## src/rtl/mem8_access_ctrl_pkg.sv

```systemverilog
// Shared definitions for the 8-bit memory access controller: data width,
// default geometry and the controller state encoding.
package mem8_access_ctrl_pkg;

    localparam int DATA_W     = 8;
    localparam int DEF_ADDR_W = 4;
    localparam int DEF_LEN_W  = 4;
    localparam int DEF_RD_LAT = 1;

    typedef enum logic [2:0] {
        ST_IDLE  = 3'd0,
        ST_WRITE = 3'd1,
        ST_ISSUE = 3'd2,
        ST_WAIT  = 3'd3,
        ST_RESP  = 3'd4
    } state_t;

endpackage

```

## src/rtl/mem8_access_ctrl_beat_ctr.sv

```systemverilog
// Loadable down-counter with a zero flag; counts remaining burst beats and
// the read-latency wait inside the access controller.
module mem8_access_ctrl_beat_ctr #(
    parameter int W = 4
) (
    input  logic         clk,
    input  logic         rst_n,
    input  logic         load,
    input  logic [W-1:0] load_val,
    input  logic         dec,
    output logic         zero
);

    logic [W-1:0] cnt_r;

    // Load wins over decrement; a decrement at zero holds at zero.
    always_ff @(posedge clk or negedge rst_n) begin
        if (!rst_n) begin
            cnt_r <= {W{1'b0}};
        end else if (load) begin
            cnt_r <= load_val;
        end else if (dec && (cnt_r != {W{1'b0}})) begin
            cnt_r <= cnt_r - W'(1'b1);
        end else begin
            cnt_r <= cnt_r;
        end
    end

    assign zero = (cnt_r == {W{1'b0}});

endmodule

```

## src/rtl/mem8_access_ctrl.sv

```systemverilog
// Requester-side controller for the 8-bit synchronous memory: turns single or
// burst commands into memory strobes and returns read bytes on a response handshake.
module mem8_access_ctrl
    import mem8_access_ctrl_pkg::*;
#(
    parameter int ADDR_W = DEF_ADDR_W,
    parameter int LEN_W  = DEF_LEN_W,
    parameter int RD_LAT = DEF_RD_LAT
) (
    input  logic              clk,
    input  logic              rst_n,
    input  logic              cmd_valid,
    output logic              cmd_ready,
    input  logic              cmd_write,
    input  logic [ADDR_W-1:0] cmd_addr,
    input  logic [LEN_W-1:0]  cmd_len,
    input  logic [DATA_W-1:0] cmd_wdata,
    output logic              rsp_valid,
    input  logic              rsp_ready,
    output logic [DATA_W-1:0] rsp_data,
    output logic              rsp_last,
    output logic              mem_en,
    output logic              mem_we,
    output logic [ADDR_W-1:0] mem_addr,
    output logic [DATA_W-1:0] mem_wdata,
    input  logic [DATA_W-1:0] mem_rdata,
    output logic              done
);

    localparam int LAT_W = (RD_LAT > 1) ? $clog2(RD_LAT) : 1;

    state_t              state_r, state_s;
    logic                cmd_ready_r, cmd_ready_s;
    logic                done_r, done_s;
    logic                mem_en_r, mem_en_s;
    logic                mem_we_r, mem_we_s;
    logic [ADDR_W-1:0]   mem_addr_r, mem_addr_s;
    logic [DATA_W-1:0]   mem_wdata_r, mem_wdata_s;
    logic                rsp_valid_r, rsp_valid_s;
    logic                rsp_last_r, rsp_last_s;
    logic [DATA_W-1:0]   rsp_data_r, rsp_data_s;
    logic [ADDR_W-1:0]   addr_r, addr_s;
    logic [DATA_W-1:0]   fill_r, fill_s;
    logic [ADDR_W-1:0]   addr_inc_s;
    logic                beat_load_s, beat_dec_s, beat_zero_s;
    logic                lat_load_s, lat_dec_s, lat_zero_s;

    // Natural ADDR_W-bit overflow gives the wrap from the top address to 0.
    assign addr_inc_s = addr_r + ADDR_W'(1'b1);

    mem8_access_ctrl_beat_ctr #(.W(LEN_W)) u_beat_ctr (
        .clk      (clk),
        .rst_n    (rst_n),
        .load     (beat_load_s),
        .load_val (cmd_len),
        .dec      (beat_dec_s),
        .zero     (beat_zero_s)
    );

    mem8_access_ctrl_beat_ctr #(.W(LAT_W)) u_lat_ctr (
        .clk      (clk),
        .rst_n    (rst_n),
        .load     (lat_load_s),
        .load_val (LAT_W'(RD_LAT - 1)),
        .dec      (lat_dec_s),
        .zero     (lat_zero_s)
    );

    // Next-state and next-output decode; every output is registered from these.
    always_comb begin
        state_s     = state_r;
        cmd_ready_s = 1'b0;
        done_s      = 1'b0;
        mem_en_s    = 1'b0;
        mem_we_s    = 1'b0;
        mem_addr_s  = mem_addr_r;
        mem_wdata_s = {DATA_W{1'b0}};
        rsp_valid_s = 1'b0;
        rsp_last_s  = 1'b0;
        rsp_data_s  = rsp_data_r;
        addr_s      = addr_r;
        fill_s      = fill_r;
        beat_load_s = 1'b0;
        beat_dec_s  = 1'b0;
        lat_load_s  = 1'b0;
        lat_dec_s   = 1'b0;
        case (state_r)
            ST_IDLE: begin
                if (cmd_valid && cmd_ready_r) begin
                    beat_load_s = 1'b1;
                    addr_s      = cmd_addr;
                    fill_s      = cmd_wdata;
                    mem_en_s    = 1'b1;
                    mem_addr_s  = cmd_addr;
                    if (cmd_write) begin
                        state_s     = ST_WRITE;
                        mem_we_s    = 1'b1;
                        mem_wdata_s = cmd_wdata;
                    end else begin
                        state_s     = ST_ISSUE;
                    end
                end else begin
                    cmd_ready_s = 1'b1;
                end
            end
            ST_WRITE: begin
                if (beat_zero_s) begin
                    state_s     = ST_IDLE;
                    done_s      = 1'b1;
                    cmd_ready_s = 1'b1;
                end else begin
                    beat_dec_s  = 1'b1;
                    addr_s      = addr_inc_s;
                    mem_en_s    = 1'b1;
                    mem_we_s    = 1'b1;
                    mem_addr_s  = addr_inc_s;
                    mem_wdata_s = fill_r;
                end
            end
            ST_ISSUE: begin
                lat_load_s = 1'b1;
                state_s    = ST_WAIT;
            end
            ST_WAIT: begin
                // The last wait cycle is the one in which mem_rdata is valid.
                if (lat_zero_s) begin
                    rsp_data_s  = mem_rdata;
                    rsp_valid_s = 1'b1;
                    rsp_last_s  = beat_zero_s;
                    state_s     = ST_RESP;
                end else begin
                    lat_dec_s   = 1'b1;
                end
            end
            ST_RESP: begin
                if (rsp_ready) begin
                    if (beat_zero_s) begin
                        state_s     = ST_IDLE;
                        done_s      = 1'b1;
                        cmd_ready_s = 1'b1;
                    end else begin
                        beat_dec_s  = 1'b1;
                        addr_s      = addr_inc_s;
                        mem_en_s    = 1'b1;
                        mem_addr_s  = addr_inc_s;
                        state_s     = ST_ISSUE;
                    end
                end else begin
                    rsp_valid_s = 1'b1;
                    rsp_last_s  = rsp_last_r;
                end
            end
            default: begin
                state_s = ST_IDLE;
            end
        endcase
    end

    // State and registered outputs.
    always_ff @(posedge clk or negedge rst_n) begin
        if (!rst_n) begin
            state_r     <= ST_IDLE;
            cmd_ready_r <= 1'b0;
            done_r      <= 1'b0;
            mem_en_r    <= 1'b0;
            mem_we_r    <= 1'b0;
            mem_addr_r  <= {ADDR_W{1'b0}};
            mem_wdata_r <= {DATA_W{1'b0}};
            rsp_valid_r <= 1'b0;
            rsp_last_r  <= 1'b0;
            rsp_data_r  <= {DATA_W{1'b0}};
            addr_r      <= {ADDR_W{1'b0}};
            fill_r      <= {DATA_W{1'b0}};
        end else begin
            state_r     <= state_s;
            cmd_ready_r <= cmd_ready_s;
            done_r      <= done_s;
            mem_en_r    <= mem_en_s;
            mem_we_r    <= mem_we_s;
            mem_addr_r  <= mem_addr_s;
            mem_wdata_r <= mem_wdata_s;
            rsp_valid_r <= rsp_valid_s;
            rsp_last_r  <= rsp_last_s;
            rsp_data_r  <= rsp_data_s;
            addr_r      <= addr_s;
            fill_r      <= fill_s;
        end
    end

    assign cmd_ready = cmd_ready_r;
    assign done      = done_r;
    assign mem_en    = mem_en_r;
    assign mem_we    = mem_we_r;
    assign mem_addr  = mem_addr_r;
    assign mem_wdata = mem_wdata_r;
    assign rsp_valid = rsp_valid_r;
    assign rsp_last  = rsp_last_r;
    assign rsp_data  = rsp_data_r;

endmodule

```

## config.mk

```make
export PLATFORM = sky130hd
export DESIGN_NAME = mem8_access_ctrl
export DESIGN_NICKNAME = d
export VERILOG_FILES = /design/src/rtl/mem8_access_ctrl_pkg.sv /design/src/rtl/mem8_access_ctrl_beat_ctr.sv /design/src/rtl/mem8_access_ctrl.sv
export SDC_FILE = /design/constraint.sdc
export NUM_CORES = 1
export LEC_CHECK = 0
export CORE_ASPECT_RATIO = 0.75
export CORE_MARGIN = 3
export CORE_UTILIZATION = 47
export CTS_CLUSTER_DIAMETER = 80
export DETAILED_ROUTE_END_ITERATION = 8
export PLACE_DENSITY = 0.84
export SYNTH_ARGS = -nofsm -noshare
export SYNTH_HDL_FRONTEND = slang
export SYNTH_SLANG_ARGS = --single-unit
```

## constraint.sdc

```tcl
create_clock -name clk -period 2.3 [get_ports clk]
set_input_delay 0.345 -clock clk [delete_from_list [all_inputs] [get_ports clk]]
set_output_delay 0.345 -clock clk [all_outputs]
set_load 0.1 [all_outputs]
```

==> flow_summary_export.csv, run 1 <==
group,metric,value,unit
cts,root_buffer,"clkbuf_8",
cts,htreeDepth,2,
synthesis,synthFlopType,"dfrtp_1",
synthesis,syn_nets,182,
synthesis,postSynth.asyncResetShare,1.000,
status,status,"completed",
die,chipWidth,80.06,um
critical_path,setup.worst_path.start,"u_beat_ctr.cnt_r[0]$_DFFE_PN0P_",
route,vias_per_cell,5.186,
final_layout,final_cells,258,
synthesis,yosysWarnings,0,
critical_path,r2r-start,"u_beat_ctr.cnt_r[0]$_DFFE_PN0P_",
timing,max_freq,526.5,MHz
global_routing,grt_max_degree,43,
route,first_pass_iters,4,
timing,skew,0.004865,ns
cts,cts_tree,"done",
route,routedWlPerCell,14.85,um
timing,slew_viol_final,0,
global_routing,grt_pass1_vias,1309,
synthesis,syn_area_per_cell,12.80,um^2
synthesis,synth_edf_count,0,
critical_path,critPathMaxFanout,10,
die,fp-row-count,19,
synthesis,ys_types,46,
place,place_congestion,0.8438,
critical_path,crit_family,"simple AND/OR/NAND/NOR gates",
timing,final.setup.tns,0,ns
synthesis,ys_seq_area_frac,0.5437,
cts,ctsResizeCount,0,
synthesis,synth_top_area_frac,0.5437,
die,initial_core_util,0.5082,
critical_path,crit_cells,5,
critical_path,max_stage_delay,0.47,ns
final_layout,drive_gt1_frac,0.3301,
die,die_h,61.54,um
route,drc,0,
timing,hold_viol,0,
critical_path,critical_path_required,2.47,ns
final_layout,nets,236,
cts,cts_hold_buf,0,
place,place_inst,250,
synthesis,syn_inst,151,
critical_path,critPathBufInv,1,
critical_path,arrival,2.07,ns
timing,slew_headroom,0.3975,
critical_path,r2r_end,"state_r[0]$_DFFE_PN0P_",
critical_path,crit_slowest_cell,"nor3b_4",
route,dr.first_iter.drc_count,78,
global_routing,antenna_found_initial,0,
critical_path,rrSetupSlack,0.40,ns
job,maxCapViolCount,0,
synthesis,synth_area_leaders,"dfrtp_1, mux2_2, a22o_1, mux2i_1, nand3b_4",
cts,clk_latency,0.29,ns
timing,timing.final.crit_period,1.899,ns
route,ant_nets,0,
synthesis,synth.largest_area_cell,"dfrtp_1",
cts,post-cts-setup-buffer-count,0,
die,io_pins,55,
die,coreArea,3804,um^2
final_layout,diodes,0,
cts,numCtsBuffers,5,
synthesis,synth.most_common_cell,"dfrtp_1",
cts,cts.path.max_buffers,2,
global_routing,grt_first_pass_wirelength,6196,um
timing,grt_setup_unrepaired,"false",
timing,period_share,0.8259,
place,place.port_buffers,54,
critical_path,crit_type,"register to register",
timing,setup_viol,0,
cts,cts_sinks,42,
place,hpwlAfterDp,2940,um
critical_path,reg2reg_depth,5,
global_routing,overflow,0,
critical_path,crit_chain,"inv_1 > ha_1 > nor3b_4 > nor3_2 > or3b_1",
min_path,hold_class,"input pin to asynchronous set/reset pin",
final_layout,area_growth,31.20,%
die,die_area,4927,um^2
route,finalWirelength,3832,um
route,num_vias,1338,
synthesis,syn-cell-area,1933,um^2
cts,clk_pin_slew,0.08,ns
timing,worst_pin_slew,0.9037,ns
critical_path,cp-start-kind,"register",
critical_path,crit_end,"state_r[0]$_DFFE_PN0P_",
critical_path,cp-end-kind,"register",
global_routing,grt_util_all_layers,0.1659,
synthesis,synth-seq-cells,42,
synthesis,synthTopCellsByCount,"dfrtp_1, mux2_2, a22o_1, inv_1, a21oi_1",
area by class of cell:
| type | instances | area (um^2) |
|---|---|---|
| clock buffers | 5 | 68.82 |
| inverters | 8 | 30.03 |
| clock inverters | 3 | 40.04 |
| flip-flops and latches | 42 | 1051 |
| well taps | 52 | 65.06 |
| fillers | 287 | 1267 |
| repair buffers | 56 | 485.5 |
| multi-input cells | 92 | 795.8 |
metal layers:
metal,vias to the layer above,wire (um),track usage
li1,651,-,-
met4,0,40,0.06024
met5,-,0,0
met3,7,225,0.04532
met2,39,1856,0.2700
met1,641,1709,0.2170
state kept, by name, indices dropped and copies added, names as in the netlist, 3 cells and up:
signal,count
fill_r,8
mem_addr,4
mem_wdata,8
rsp_data,8
state_r,3
u_beat_ctr.cnt_r,4
cell usage in the layout (no fill, tap or decap), types with 2 or more instances in the layout:
cell / Yosys / final
nand3b_4: 2 / 2
clkinv_2: 0 / 2
a211oi_1: 2 / 2
and2_1: 2 / 2
o21ai_0: 3 / 3
inv_1: 8 / 8
a21oi_1: 7 / 7
nor3_1: 6 / 6
buf_4: 3 / 28
xnor2_1: 2 / 2
or2_2: 4 / 4
o2bb2ai_1: 2 / 2
clkdlybuf4s50_1: 0 / 27
nand2_1: 2 / 2
ha_1: 2 / 2
clkbuf_8: 0 / 5
nor3_2: 2 / 2
nor2_1: 4 / 4
mux2i_1: 4 / 4
dfrtp_1: 42 / 42
mux2_2: 16 / 16
a22o_1: 9 / 9
cells by family after synthesis:
group / synth area share
xor gates and xnor gates: 0.01359
buffers and inverters: 0.04465
and+or+nand+nor: 0.1320
DFF: 0.5437
AOI/OAI and AO/OA: 0.1392
muxes: 0.1139
adders and majority gates: 0.01294
worst min-delay path by stage:
| stage | start | end | slack [ns] | depth (start not counted) |
|---|---|---|---|---|
| final | rst_n | done$_DFF_PN0_ | 0.18 | 1 |
| after global routing | rst_n | rsp_valid$_DFF_PN0_ | 0.25 | 1 |
| after CTS | rst_n | rsp_data[1]$_DFFE_PN0P_ | 0.20 | 1 |
| after detailed placement | fill_r[6]$_DFFE_PN0P_ | mem_wdata[6]$_DFF_PN0_ | 0.49 | 1 |
| after global placement | fill_r[0]$_DFFE_PN0P_ | mem_wdata[0]$_DFF_PN0_ | 0.48 | 1 |
| after floorplan | rst_n | cmd_ready$_DFF_PN0_ | 0.05 | 0 |
through the flow:
stage / setup WS (ns) / hold slack (ns) / cell area, um^2 / util
after floorplan: 0.2910 / 0.04941 / 1933 / -
after global placement: 0.4000 / 0.4781 / 2427 / 0.6382
after detailed placement: 0.3465 / 0.4893 / 2427 / 0.6382
after CTS: 0.3940 / 0.2031 / 2536 / 0.6668
after global routing: 0.2408 / 0.2491 / 2536 / 0.6668
final: 0.4005 / 0.1795 / 2536 / 0.6668
Power of run 1 is left out: the tool's default activity adds up to more than one toggle a clock period on the data nets, which glitch-free logic cannot reach.
==> run 2, diff against run 1 <==
Settings changed: CORE_UTILIZATION 47 to 42, PLACE_DENSITY 0.84 to 0.8.
Clock period 2.3 ns to 1.54 ns, I/O delays scaled along.
==> flow_summary_export.csv, run 2 (synthesized netlist as in run 1, its figures left out) <==
group,metric,value,unit
critical_path,arrival,1.74,ns
cts,htreeDepth,2,
route,finalWirelength,4461,um
final_layout,final_cells,287,
timing,slew_viol_final,0,
route,drc,0,
cts,numCtsBuffers,5,
die,initial_core_util,0.4571,
cts,clk_pin_slew,0.08,ns
timing,worst_pin_slew,0.5052,ns
route,dr.first_iter.drc_count,45,
final_layout,post-route-util,0.7530,
cts,cts_sinks,42,
route,first_pass_iters,4,
timing,period_share,1.018,
cts,cts.path.max_buffers,2,
cts,cts_tree,"done",
place,place.port_buffers,54,
status,status,"finished, violations left",
final_layout,layout_common_cells,"dfrtp_1, buf_12, clkdlybuf4s50_1",
final_layout,multi_input_area,873.3,um^2
final_layout,nFillCells,256,
critical_path,cp-start-kind,"register",
place,placed_area,2915,um^2
timing,setup_viol,2,
global_routing,grt_first_pass_wirelength,7272,um
global_routing,grt_max_degree,24,
cts,root_buffer,"clkbuf_8",
timing,fin_ws,-0.02837,ns
final_layout,nets,262,
timing,max_freq,637.6,MHz
final_layout,area_growth,64.72,%
cts,clk_latency,0.29,ns
status,violations,"setup timing",
timing,slew_headroom,0.6632,
critical_path,cp-end-kind,"register",
timing,timing.final.crit_period,1.568,ns
route,ant_nets,0,
route,num_vias,1450,
min_path,hold_class,"input pin to asynchronous set/reset pin",
die,die_area,5461,um^2
die,fp-row-count,20,
final_layout,diodes,0,
critical_path,crit_type,"register to register",
die,chipWidth,84.34,um
route,vias_per_cell,5.052,
global_routing,grt_util_all_layers,0.1690,
critical_path,critical_path_required,1.71,ns
place,place_congestion,0.8127,
place,place_inst,268,
critical_path,critPathMaxFanout,4,
timing,skew,0.003097,ns
die,die_h,64.76,um
timing,grt_setup_unrepaired,"true",
global_routing,overflow,0,
final_layout,seq_area,1061,um^2
route,routedWlPerCell,15.54,um
die,io_pins,55,
die,coreArea,4229,um^2
timing,hold_viol,0,
job,maxCapViolCount,0,
place,hpwlAfterDp,3056,um
global_routing,antenna_found_initial,0,
final_layout,final_area,3184,um^2
global_routing,grt_pass1_vias,1502,
final_layout,drive_gt1_frac,0.4698,
final_layout,layout_commonest_cell,"dfrtp_1",
[run 2: changes by cell type in the layout (fill, tap and decap cells not counted), moves of 4 or more]
cell	delta
buf_6	+4
dfrtp_2	+5
buf_4	-8
dfrtp_1	-6
buf_12	+28
[run 2: metal layers]
layer  GRT usage  share of wire
met5           0              0
met4     0.04545         0.0052
met3     0.04193          0.046
met2      0.2598           0.47
met1      0.2396           0.48
[run 2: through the flow]
step	setup TNS, ns	setup slack [ns]	hold slack [ns]
after floorplan	-0.2080	-0.07477	-0.06459
after global placement	-4.196	-0.2393	0.2164
after detailed placement	-4.609	-0.2772	0.2226
after CTS	-0.06306	-0.03033	0.4347
after global routing	-0.7027	-0.1070	0.4883
final	-0.05341	-0.02837	0.4401
[run 2: layout make-up]
cell class                 count  share of cell area
clock inverter                 2             0.01179
multi-input combinational     93              0.2743
inverter                       8            0.009430
clock buffer                   6             0.02279
tap                           55             0.02161
sequential                    42              0.3332
timing repair buffer          81              0.3269
[run 2: what timing repair did]
item | in CTS | in global routing
setup buffers | 4 | 5
hold buffers | 1 | 0
pin swaps | 6 | 8
hold endpoints to repair | 19 | 0
resized for setup | 5 | 16
setup endpoints to repair | 15 | 25
cloned | 0 | 1
[run 2: critical path, stage by stage (launching register included)]
cell and delay, ns:
dfrtp_1 0.38, inv_1 0.06, ha_2 0.17, nor3b_4 0.15, buf_6 0.13, a211oi_4 0.22, buf_6 0.17, xnor2_2 0.10
o21ai_1 0.08
[run 2: final timing paths]
kind	from	end	slack, ns	depth (start not counted)
worst max-delay path	u_beat_ctr.cnt_r[1]$_DFFE_PN0P_	u_beat_ctr.cnt_r[0]$_DFFE_PN0P_	-0.03	8
worst min-delay path	rst_n	u_lat_ctr.cnt_r$_DFFE_PN0P_	0.44	2
max in group asynchronous	rst_n	u_beat_ctr.cnt_r[0]$_DFFE_PN0P_	0.62	3
worst min register to register	fill_r[5]$_DFFE_PN0P_	mem_wdata[5]$_DFF_PN0_	0.51	1
min in group clk	cmd_len[0]	u_beat_ctr.cnt_r[0]$_DFFE_PN0P_	0.50	3
worst max register to register	u_beat_ctr.cnt_r[1]$_DFFE_PN0P_	u_beat_ctr.cnt_r[0]$_DFFE_PN0P_	-0.03	8
Power of run 2 is left out for the same reason.
